**config.mk**
```make
export PLATFORM = sky130hd
export DESIGN_NAME = clock_set_ctrl
export DESIGN_NICKNAME = d
export VERILOG_FILES = /design/src/rtl/clock_set_ctrl.sv
export SDC_FILE = /design/constraint.sdc
export NUM_CORES = 1
export LEC_CHECK = 0
export CAP_MARGIN = 0
export CORE_AREA = 2 2 104 106
export CTS_CLUSTER_DIAMETER = 120
export CTS_CLUSTER_SIZE = 20
export DETAILED_ROUTE_END_ITERATION = 10
export DIE_AREA = 0 0 106 108
export PLACE_DENSITY = 0.46
export SETUP_SLACK_MARGIN = 0.15
export SLEW_MARGIN = 20
export SYNTH_ARGS = -nofsm -noshare
export SYNTH_HDL_FRONTEND = slang
export SYNTH_SLANG_ARGS = --single-unit
```
**constraint.sdc**
```tcl
create_clock -name cclk -period 2.72 [get_ports cclk]
set_clock_uncertainty 0.1 [all_clocks]
set_input_delay 0.816 -clock cclk [delete_from_list [all_inputs] [get_ports cclk]]
set_output_delay 0.816 -clock cclk [all_outputs]
set_load 0.01 [all_outputs]
```
**src/rtl/clock_set_ctrl.sv**
```systemverilog
// -----------------------------------------------------------------------------
// clock_set_ctrl
//
// Front-panel controller for the digital clock. Sequences the set/alarm mode
// state machine from the debounced MODE button. Issues single-cycle increment
// pulses from the debounced INC button, with press-and-hold auto-repeat. Also
// generates the periodic sample strobe that paces button debouncing.
//
// Ports:
//   cclk        in   system clock, all logic on the rising edge
//   clr         in   asynchronous active-low reset
//   btn_mode    in   debounced MODE button level (cclk domain)
//   btn_inc     in   debounced INC button level (cclk domain)
//   sample_en   out  one-cycle strobe every SAMPLE_DIV cycles
//   mode        out  current state: RUN=0 SET_HR=1 SET_MIN=2 AL_HR=3 AL_MIN=4
//   alarm_d     out  1 while an alarm-setting state is active
//   run_en      out  1 while the time-of-day counter may advance
//   inc_hr      out  one-cycle pulse: increment clock hours
//   inc_min     out  one-cycle pulse: increment clock minutes
//   al_inc_hr   out  one-cycle pulse: increment alarm hours
//   al_inc_min  out  one-cycle pulse: increment alarm minutes
// -----------------------------------------------------------------------------
module clock_set_ctrl #(
    parameter int unsigned SAMPLE_DIV   = 500000,
    parameter int unsigned HOLD_TICKS   = 100,
    parameter int unsigned REPEAT_TICKS = 20,
    parameter int unsigned IDLE_TICKS   = 1000
) (
    input  logic       cclk,
    input  logic       clr,
    input  logic       btn_mode,
    input  logic       btn_inc,
    output logic       sample_en,
    output logic [2:0] mode,
    output logic       alarm_d,
    output logic       run_en,
    output logic       inc_hr,
    output logic       inc_min,
    output logic       al_inc_hr,
    output logic       al_inc_min
);

    localparam int unsigned PS_W   = $clog2(SAMPLE_DIV) + 1;
    localparam int unsigned HOLD_W = $clog2(HOLD_TICKS) + 1;
    localparam int unsigned REP_W  = $clog2(REPEAT_TICKS) + 1;
    localparam int unsigned IDLE_W = $clog2(IDLE_TICKS) + 1;

    typedef enum logic [2:0] {
        RUN     = 3'd0,
        SET_HR  = 3'd1,
        SET_MIN = 3'd2,
        AL_HR   = 3'd3,
        AL_MIN  = 3'd4
    } state_t;

    // Prescaler
    logic [PS_W-1:0]   presc;

    // Button edge detect
    logic              mode_q;
    logic              inc_q;
    logic              rise_mode;
    logic              rise_inc;

    // State machine and counters
    state_t            state;
    state_t            state_nxt;
    logic [HOLD_W-1:0] hold_cnt;
    logic [HOLD_W-1:0] hold_nxt;
    logic [REP_W-1:0]  rep_cnt;
    logic [REP_W-1:0]  rep_nxt;
    logic              rep_phase;
    logic              rep_phase_nxt;
    logic              active;
    logic              active_nxt;
    logic [IDLE_W-1:0] idle_cnt;
    logic [IDLE_W-1:0] idle_nxt;
    logic              in_set;
    logic              fire;
    logic [3:0]        pulse_nxt;
    logic              alarm_nxt;
    logic              run_nxt;

    assign rise_mode = btn_mode & ~mode_q;
    assign rise_inc  = btn_inc  & ~inc_q;
    assign mode      = state;

    // -------------------------------------------------------------------------
    // Free-running sample prescaler
    // -------------------------------------------------------------------------
    always_ff @(posedge cclk or negedge clr) begin
        if (!clr) begin
            presc     <= '0;
            sample_en <= 1'b0;
        end else begin
            if (presc == PS_W'(SAMPLE_DIV - 1)) begin
                presc     <= '0;
                sample_en <= 1'b1;
            end else begin
                presc     <= presc + 1'b1;
                sample_en <= 1'b0;
            end
        end
    end

    // -------------------------------------------------------------------------
    // State, counters and registered outputs
    // -------------------------------------------------------------------------
    always_ff @(posedge cclk or negedge clr) begin
        if (!clr) begin
            mode_q     <= 1'b0;
            inc_q      <= 1'b0;
            state      <= RUN;
            hold_cnt   <= '0;
            rep_cnt    <= '0;
            rep_phase  <= 1'b0;
            active     <= 1'b0;
            idle_cnt   <= '0;
            inc_hr     <= 1'b0;
            inc_min    <= 1'b0;
            al_inc_hr  <= 1'b0;
            al_inc_min <= 1'b0;
            alarm_d    <= 1'b0;
            run_en     <= 1'b1;
        end else begin
            mode_q     <= btn_mode;
            inc_q      <= btn_inc;
            state      <= state_nxt;
            hold_cnt   <= hold_nxt;
            rep_cnt    <= rep_nxt;
            rep_phase  <= rep_phase_nxt;
            active     <= active_nxt;
            idle_cnt   <= idle_nxt;
            inc_hr     <= pulse_nxt[0];
            inc_min    <= pulse_nxt[1];
            al_inc_hr  <= pulse_nxt[2];
            al_inc_min <= pulse_nxt[3];
            alarm_d    <= alarm_nxt;
            run_en     <= run_nxt;
        end
    end

    // -------------------------------------------------------------------------
    // Next-state, hold/repeat and idle logic
    // -------------------------------------------------------------------------
    always_comb begin
        state_nxt     = state;
        hold_nxt      = hold_cnt;
        rep_nxt       = rep_cnt;
        rep_phase_nxt = rep_phase;
        active_nxt    = active;
        idle_nxt      = idle_cnt;
        fire          = 1'b0;
        in_set        = state inside {SET_HR, SET_MIN, AL_HR, AL_MIN};

        if (rise_mode) begin
            // A mode edge wins over everything; a coincident INC edge is
            // dropped and a held INC stays inert until pressed again.
            case (state)
                RUN:     state_nxt = SET_HR;
                SET_HR:  state_nxt = SET_MIN;
                SET_MIN: state_nxt = AL_HR;
                AL_HR:   state_nxt = AL_MIN;
                default: state_nxt = RUN;
            endcase
            hold_nxt      = '0;
            rep_nxt       = '0;
            rep_phase_nxt = 1'b0;
            active_nxt    = 1'b0;
            idle_nxt      = '0;
        end else if (!in_set) begin
            // RUN ignores INC; unused codes fall back to RUN.
            state_nxt     = RUN;
            hold_nxt      = '0;
            rep_nxt       = '0;
            rep_phase_nxt = 1'b0;
            active_nxt    = 1'b0;
            idle_nxt      = '0;
        end else begin
            if (rise_inc) begin
                fire          = 1'b1;
                active_nxt    = 1'b1;
                rep_phase_nxt = 1'b0;
                hold_nxt      = '0;
                rep_nxt       = '0;
            end else if (!btn_inc) begin
                active_nxt    = 1'b0;
                rep_phase_nxt = 1'b0;
                hold_nxt      = '0;
                rep_nxt       = '0;
            end else if (active && sample_en) begin
                if (!rep_phase) begin
                    if (hold_cnt == HOLD_W'(HOLD_TICKS - 1)) begin
                        fire          = 1'b1;
                        rep_phase_nxt = 1'b1;
                        hold_nxt      = '0;
                        rep_nxt       = '0;
                    end else begin
                        hold_nxt = hold_cnt + 1'b1;
                    end
                end else begin
                    if (rep_cnt == REP_W'(REPEAT_TICKS - 1)) begin
                        fire    = 1'b1;
                        rep_nxt = '0;
                    end else begin
                        rep_nxt = rep_cnt + 1'b1;
                    end
                end
            end

            // Any button activity or emitted pulse restarts the idle window,
            // so a timeout can never coincide with a pulse.
            if (rise_inc || fire) begin
                idle_nxt = '0;
            end else if (sample_en) begin
                if (idle_cnt == IDLE_W'(IDLE_TICKS - 1)) begin
                    state_nxt     = RUN;
                    idle_nxt      = '0;
                    active_nxt    = 1'b0;
                    rep_phase_nxt = 1'b0;
                    hold_nxt      = '0;
                    rep_nxt       = '0;
                end else begin
                    idle_nxt = idle_cnt + 1'b1;
                end
            end
        end
    end

    // -------------------------------------------------------------------------
    // Output decode (registered alongside the state)
    // -------------------------------------------------------------------------
    always_comb begin
        pulse_nxt = '0;
        if (fire) begin
            case (state)
                SET_HR:  pulse_nxt[0] = 1'b1;
                SET_MIN: pulse_nxt[1] = 1'b1;
                AL_HR:   pulse_nxt[2] = 1'b1;
                AL_MIN:  pulse_nxt[3] = 1'b1;
                default: pulse_nxt    = '0;
            endcase
        end
        alarm_nxt = (state_nxt == AL_HR) || (state_nxt == AL_MIN);
        run_nxt   = !((state_nxt == SET_HR) || (state_nxt == SET_MIN));
    end

endmodule

```
== Yosys cells after proc, flatten, opt, wreduce, memory -nomap -nowiden ==
Cells that the tools add are included.

* Bits in registers: 59
* Input bits: 4
* Output and inout bits: 10

* $add $sub $neg: 4
* Eq/ne operators: 13
* Muxes and demuxes: 65
* Bitwise logic cells: 4
* Reductions and logical operators: 7

{| class="wikitable"
|+ Operators by type and width
! kind !! count
|-
| $mux 8 || 10
|-
| $mux 6 || 11
|-
| $mux 11 || 5
|-
| $mux 1 || 31
|-
| $add 20x1->20 const B || 1
|-
| $eq 20x19->1 const B || 1
|-
| $mux 20 || 1
|-
| $mux 3 || 5
|-
| $eq 3x2->1 const B || 4
|-
| $pmux 3 s4 || 1
|-
| $add 11x1->11 const B || 1
|-
| $eq 11x10->1 const B || 1
|-
| $add 8x1->8 const B || 1
|-
| $eq 8x7->1 const B || 1
|-
| $add 6x1->6 const B || 1
|-
| $eq 3x1->1 const B || 2
|-
| $eq 3x3->1 const B || 2
|-
| $eq 6x5->1 const B || 1
|-
| $mux 4 || 1
|-
| $ne 4x3->1 const B || 1
|-
| $reduce_bool 4->1 || 1
|-
| $logic_not 3->1 || 1
|-
| $logic_or 1x1->1 || 3
|-
| $and 1x1->1 || 2
|-
| 3 further kinds || 4
|}

== Longest topological paths before layout ==
Gate-level depths: netlist (run 1).

* Word-level depth: 15
* Gate-level depth with buffers: 7
* Gate-level depth less buffers: 6

== Worst setup path after synthesis (run 1) ==
No wires, ideal clock.

* Path type: input -> register
* From: in btn_mode
* To: reg idle_cnt[7]
* Library setup time: 0.120 ns
* Arrival: 2.029 ns
* Data required time: 2.500 ns
* Setup slack: 0.471 ns
* Cell stages on the path: 6
* Buffers on the path: 1
* Cell sequence: nor2b_1 -> clkbuf_2 -> nor4_1 -> a211oi_1 -> and3_1 -> o211a_1

* Cells in the longest elaborated chain, start to end: 2
* Elaborated cells between the ends (all ways): 3

{| class="wikitable"
|+ Ends and longest elaborated chain
! element !! RTL line !! source
|-
| start: declaration || 31 || <nowiki>input logic btn_mode,</nowiki>
|-
| $and 1x1->1 * || 84 || <nowiki>assign rise_mode = btn_mode & ~mode_q;</nowiki>
|-
| $ne 4x3->1 (no source line) / $mux 11 (equally long branches) || n/a ||
|-
| end signal: assignment || 133 || <nowiki>idle_cnt <= idle_nxt;</nowiki>
|-
| end: declaration || 76 || <nowiki>logic [IDLE_W-1:0] idle_cnt;</nowiki>
|}

Mark *: on every way between the ends. The rest lies on a longest branch, timed or not.
A chain may end at the register's enable or synchronous reset.

== Final worst setup path (run 1) ==
* From: reg state[0] (netlist: mode[0])
* To: out mode[0]

{| class="wikitable"
|+ RTL lines
! element !! RTL line !! source
|-
| start: declaration || 66 || <nowiki>state_t state;</nowiki>
|-
| start signal: assignment || 128 || <nowiki>state <= state_nxt;</nowiki>
|-
| end: declaration || 34 || <nowiki>output logic [2:0] mode,</nowiki>
|}

No word-level cell between the ends.

==> results.py, run 1 <==
metrics = {
    "timing": {
        "period_share_pct": 90.8,
        "worst_slack_ns": 0.250,
        "grt_setup_unrepaired": "no",
        "slew_violations": 0,
        "setup_viol": 0,
        "fin_crit_ns": 2.47,
        "relSlewSlack_pct": 59.0,
        "timing.fmax_ghz": 0.405,
        "hold_violations": 0,
        "tightest_slew_ns": 0.608,
        "fin_setup_tns_ns": 0,
    },
    "yosys": {
        "synth_mux_area_share_pct": 1.03,
        "synth_top_family_by_area": "simple AND/OR/NAND/NOR gates",
        "synth-simple-area-share_pct": 28.5,
        "synth_top_area_share_pct": 47.7,
        "synth_warnings": 0,
        "yosysUniqueCellTypes": 60,
        "yosysSeqAreaShare_pct": 48.5,
        "synthAdderAreaFrac_pct": 1.64,
        "ys_ff_latch": 59,
        "synth-edff-count": 0,
        "async_reset_ff_share_pct": 100,
        "synth_cells": 293,
        "avgSynthCellArea_um2": 10.4,
        "syn_nets": 301,
        "synthXorXnorAreaFrac_pct": 6.61,
        "synth_area_leaders": "dfrtp_1 48%, nand3_1 4.1%, nor2_1 3.6%, xor2_1 3.5%, xnor2_1 3.2%",
        "synth_compound_area_share_pct": 10.8,
        "synth_commonest_cells": "58 x dfrtp_1, 29 x nor2_1, 25 x nand3_1, 18 x a21oi_1, 14 x nand2_1",
        "ys.flop_type": "dfrtp_1",
        "netlist_area_um2": 3050,
        "yosys.area.top_type": "dfrtp_1",
        "yosysMostFrequentCell": "dfrtp_1",
    },
    "clocking": {
        "cts_setup_buffers": 0,
        "clk_latency_ns": 0.34,
        "postCtsHoldBufs": 0,
        "clock_sinks": 59,
        "cts_root_buf": "clkbuf_8",
        "cts.htree.levels": 3,
        "clockBufferDepth": 2,
        "numCtsBuffers": 9,
        "cts_tree": "built",
        "cts-resized-gates": 0,
        "clkTransAtPathRegs_ns": 0.08,
    },
    "worst_setup_path": {
        "max_stage_delay_ns": 0.62,
        "worst-setup-path-type": "reg2out",
        "cp.arrival_ns": 1.55,
        "crit_buf_inv": 1,
        "cp_max_fo": 12,
        "slowest_stage": "clkdlybuf4s50_1",
        "crit_required_ns": 1.80,
        "path_cells": "clkdlybuf4s50_1",
        "cp-end-kind": "output port",
        "critPathTopFamily": "buffers and inverters",
        "start_kind": "register",
    },
    "pwr": {
        "power_mw": 2.16,
        "power.density_nw_per_um2": 597,
        "leakage_nw": 1.50,
        "ir_worst_vdd_uv": 284,
    },
    "finish": {
        "antenna_cells": 0,
        "instances_no_fill": 462,
        "fin_area_um2": 3610,
        "fillCellCount": 1036,
        "num-nets-final": 329,
        "drive_above_1_share_pct": 16.6,
        "area_delta_synth_final_pct": 18.5,
    },
    "drt": {
        "vias": 2265,
        "wirelength_mm": 6.44,
        "vias_per_cell": 4.90,
        "drc": 0,
        "wl_per_cell_um": 13.9,
        "postRouteAntennaNets": 0,
        "first_pass_iters": 4,
        "drt_iter0_markers": 129,
    },
    "placed_design": {
        "place_ws_ns": -0.115,
        "globalplace.congestion": 0.760,
        "dp.cells": 446,
        "port_buffers": 13,
        "dpl-instance-area_um2": 3410,
        "hpwl_mm": 4.51,
    },
    "die": {
        "initial_core_util_pct": 29.8,
        "fp.dieH_um": 108,
        "fp-row-count": 37,
        "die-area_um2": 11400,
        "fp.dieW_um": 106,
        "ios": 14,
        "core_um2": 10200,
    },
    "grt": {
        "grt_first_pass_wirelength_mm": 11.3,
        "antenna_found_initial": 0,
        "grt_pass1_vias": 2238,
        "grt_overflow": 0,
        "grtUsageTotal_pct": 12.6,
        "grt_max_degree": 32,
    },
    "status": {
        "status": "complete, no violations",
    },
    "worst_hold_path": {
        "hold_class": "in2async",
    },
    "run": {
        "maxCapViolCount": 0,
    },
}
[layout by cell type (no fill, tap or decap), types with 3 or more instances in the layout]
master / netlist / final
dfrtp_1: 58 / 57
nor2_1: 29 / 29
nand3_1: 25 / 25
a21oi_1: 18 / 18
nand2_1: 14 / 14
o21ai_0: 13 / 13
buf_4: 1 / 13
xor2_1: 12 / 12
clkdlybuf4s50_1: 0 / 12
xnor2_1: 11 / 11
clkbuf_8: 1 / 10
and3_1: 9 / 9
nand4_1: 8 / 8
or3_1: 7 / 7
nor2b_1: 6 / 6
nand2b_1: 5 / 5
nor3_1: 5 / 5
inv_1: 4 / 4
nor4_1: 4 / 4
ha_1: 4 / 4
and2_1: 3 / 3
[per-layer routing]
metal  track usage [%]  part of all wire (%)
met4              3.67                   1.2
met5                 0                     0
met2              19.8                    45
met1              16.8                    51
met3              3.80                   3.1
[power by group]
| group | switching (mW) | internal (mW) |
|---|---|---|
| Combinational | 0.173 | 0.168 |
| Sequential | 0.0632 | 0.919 |
| Clock | 0.384 | 0.448 |
[logic make-up (layout without fill, tap and decap cells)]
family / after synthesis / count (layout)
buffers and inverters: 15 / 48
and+or+nand+nor: 139 / 139
adders and majority gates: 4 / 4
DFF: 59 / 59
AOI/OAI and AO/OA: 50 / 50
muxes: 3 / 3
xor gates and xnor gates: 23 / 23
[worst register-to-register path, cell delays in order (launching register included)]
cell	delay, ns
dfrtp_1	0.39
ha_1	0.26
nand4bb_4	0.16
o32a_4	0.42
and2_1	0.21
or3_1	0.36
a21oi_1	0.16
[final timing paths]
path / from / endpoint / slack (ns) / cells past startpoint
max in group asynchronous: clr / sample_en / 1.64 / 2
worst max-delay path: mode[0] / mode[0] / 0.25 / 1
min in group cclk: presc[17] / presc[17] / 0.38 / 1
worst min register to register: presc[17] / presc[17] / 0.38 / 1
worst max register to register: rep_cnt[0] / idle_cnt[4] / 0.60 / 6
worst min-delay path: clr / rep_cnt[0] / 0.27 / 1
[state kept, by name, summed over array words and instances (netlist names), 3 cells and up]
name and flops:
presc 20, mode 3, idle_cnt 11, hold_cnt 8, rep_cnt 6
[metrics by stage]
| stage | hold WS, ns | util (%) |
|---|---|---|
| finish | 0.275 | 35.3 |
| global route | 0.272 | 35.3 |
| CTS | 0.271 | 35.3 |
| detailed placement | 0.371 | 33.3 |
| global placement | 0.356 | 33.3 |
| floorplan | 0.338 | - |
[area by class of cell]
cell class / count / area, µm² / share of cell area [%]
clock buffers: 10 / 138 / 3.81
clock inverters: 6 / 65.1 / 1.80
inverters: 4 / 15.0 / 0.416
multi-input cells: 219 / 1480 / 41.0
flip-flops and latches: 59 / 1480 / 41.0
well taps: 136 / 170 / 4.71
repair buffers: 28 / 263 / 7.28
(Power assumes the default switching activity.)
==> run 2, diff against run 1 <==
RECOVER_POWER = 50   (was not set)
==> run 2 against run 1 <==
  * Via count down 0.35%
  * Clock power about the same
  * Setup slack worse by 0.040 ns
  * Critical path type is now in2reg
  * Core utilization down 0.20 points
  * Register-to-register slack about the same
  * Combinational power down 1%
  * Largest power group unchanged
  * Design area down 0.55%
  * Sequential cell count unchanged
==> results.py, run 2 (same netlist as run 1, synthesis figures left out) <==
metrics = {
    "status": {
        "status": "complete, no violations",
    },
    "die": {
        "ios": 14,
        "fp.dieH_um": 108,
        "fp-row-count": 37,
        "initial_core_util_pct": 29.8,
        "die-area_um2": 11400,
        "core_um2": 10200,
        "fp.dieW_um": 106,
    },
    "worst_setup_path": {
        "cp_max_fo": 7,
        "start_kind": "primary input",
        "cp-end-kind": "register",
        "path_cells": "dlygate4sd3_1 > nand4_2 > o32a_4 > and2_1 > or3_1 > a21oi_1",
        "slowest_stage": "dlygate4sd3_1",
        "r2r-start": "rep_cnt[0]",
        "worst-setup-path-type": "in2reg",
        "crit_required_ns": 2.88,
        "crit_path_start": "btn_inc",
        "cp.arrival_ns": 2.67,
        "crit_buf_inv": 1,
        "critPathTopFamily": "simple AND/OR/NAND/NOR gates",
        "max_stage_delay_ns": 0.61,
    },
    "timing": {
        "fin_crit_ns": 2.51,
        "period_share_pct": 92.3,
        "grt_setup_unrepaired": "no",
        "slew_violations": 0,
        "tightest_slew_ns": 1.09,
        "setup_viol": 0,
        "worst_slack_ns": 0.210,
        "timing.fmax_ghz": 0.398,
        "hold_violations": 0,
        "relSlewSlack_pct": 27.0,
    },
    "grt": {
        "grtUsageTotal_pct": 12.6,
        "grt_pass1_vias": 2238,
        "grt_overflow": 0,
        "antenna_found_initial": 0,
        "grt_first_pass_wirelength_mm": 11.3,
        "grt_max_degree": 32,
    },
    "drt": {
        "drc": 0,
        "vias_per_cell": 4.89,
        "postRouteAntennaNets": 0,
        "wl_per_cell_um": 13.9,
        "vias": 2257,
        "first_pass_iters": 4,
        "wirelength_mm": 6.43,
        "drt_iter0_markers": 111,
    },
    "pwr": {
        "power.density_nw_per_um2": 599,
        "leakage_nw": 1.49,
        "ir_worst_vdd_uv": 284,
    },
    "clocking": {
        "clock_sinks": 59,
        "cts_root_buf": "clkbuf_8",
        "clkTransAtPathRegs_ns": 0.08,
        "postCtsHoldBufs": 0,
        "numCtsBuffers": 9,
        "clk_latency_ns": 0.34,
        "cts_tree": "built",
        "cts.htree.levels": 3,
        "clockBufferDepth": 2,
    },
    "finish": {
        "max_flop_register": "presc",
        "largest_register_ffs": 20,
        "reg_top3": "presc (20), idle_cnt (11), hold_cnt (8)",
        "antenna_cells": 0,
        "num-nets-final": 329,
        "area_delta_synth_final_pct": 17.9,
        "mostFrequentLayoutCells": "57 x dfrtp_1, 29 x nor2_1, 25 x nand3_1",
        "mostFrequentLayoutCell": "dfrtp_1",
        "final_util_pct": 35.1,
        "drive_above_1_share_pct": 16.0,
    },
    "run": {
        "maxCapViolCount": 0,
    },
    "worst_hold_path": {
        "hold_class": "reg2reg",
        "min_from": "presc[17]",
    },
    "placed_design": {
        "port_buffers": 13,
        "globalplace.congestion": 0.760,
        "place_ws_ns": -0.115,
        "hpwl_mm": 4.51,
    },
}
[run 2: cell types whose count changed in the layout (fill, tap and decap cells not counted), sizes merged]
cell | previous run | this run
clkbuf | 10 | 13
buf | 16 | 13
dlygate4sd3 | 0 | 2
clkdlybuf4s50 | 12 | 10
[run 2: metal layers]
layer  global-route usage (%)  vias to the layer above  wire (µm)
li1                         -                     1121          -
met1                     16.8                     1109       3210
met2                     19.8                       23       2940
met3                     3.80                        4        203
met4                     3.67                        0         76
met5                        0                        -          0
[run 2: path summary, 6_finish.rpt]
path	end	slack (ns)	cells past startpoint
max	idle_cnt[4]	0.21	6
min	presc[17]	0.38	1
max reg2reg	idle_cnt[4]	0.60	6
min reg2reg	presc[17]	0.38	1
max in group asynchronous	sample_en	0.61	2
min in group asynchronous	rep_cnt[0]	0.40	1
[run 2: area by class of cell]
cell class / count / area, µm²
fillers: 1040 / 6640
multi-input cells: 219 / 1480
flip-flops and latches: 59 / 1480
repair buffers: 28 / 243
well taps: 136 / 170
clock buffers: 10 / 138
clock inverters: 6 / 65.1
inverters: 4 / 15.0
[run 2: power by group]
part | switching [mW] | leakage (nW) | internal [mW]
clock network | 0.385 | 0.102 | 0.448
logic | 0.172 | 0.589 | 0.164
registers | 0.0631 | 0.795 | 0.919
[run 2: worst register-to-register path: cells and delay by family, from the launching register on]
| kind | cells | cell delay, ns |
|---|---|---|
| compound gates | 2 | 0.58 |
| fa+ha+maj | 1 | 0.26 |
| flops | 1 | 0.39 |
| simple gates | 3 | 0.73 |
[run 2: repair_timing]
item                                    4_1_cts  5_1_grt
endpoints found under the setup margin        0        2
buffers inserted                              0        0
resized for setup                             0        1
[run 2: per-stage QoR]
stage	TNS, ns	area [µm²]	hold WS, ns	total power [mW]	std cells
finish	0	3590	0.378	2.15	462
detailed placement	-0.440	3410	0.371	1.34	446
global placement	-0.169	3410	0.356	1.34	446
floorplan	0	3050	0.338	1.17	293
global route	0	3590	0.406	2.27	462
CTS	0	3610	0.271	2.19	462
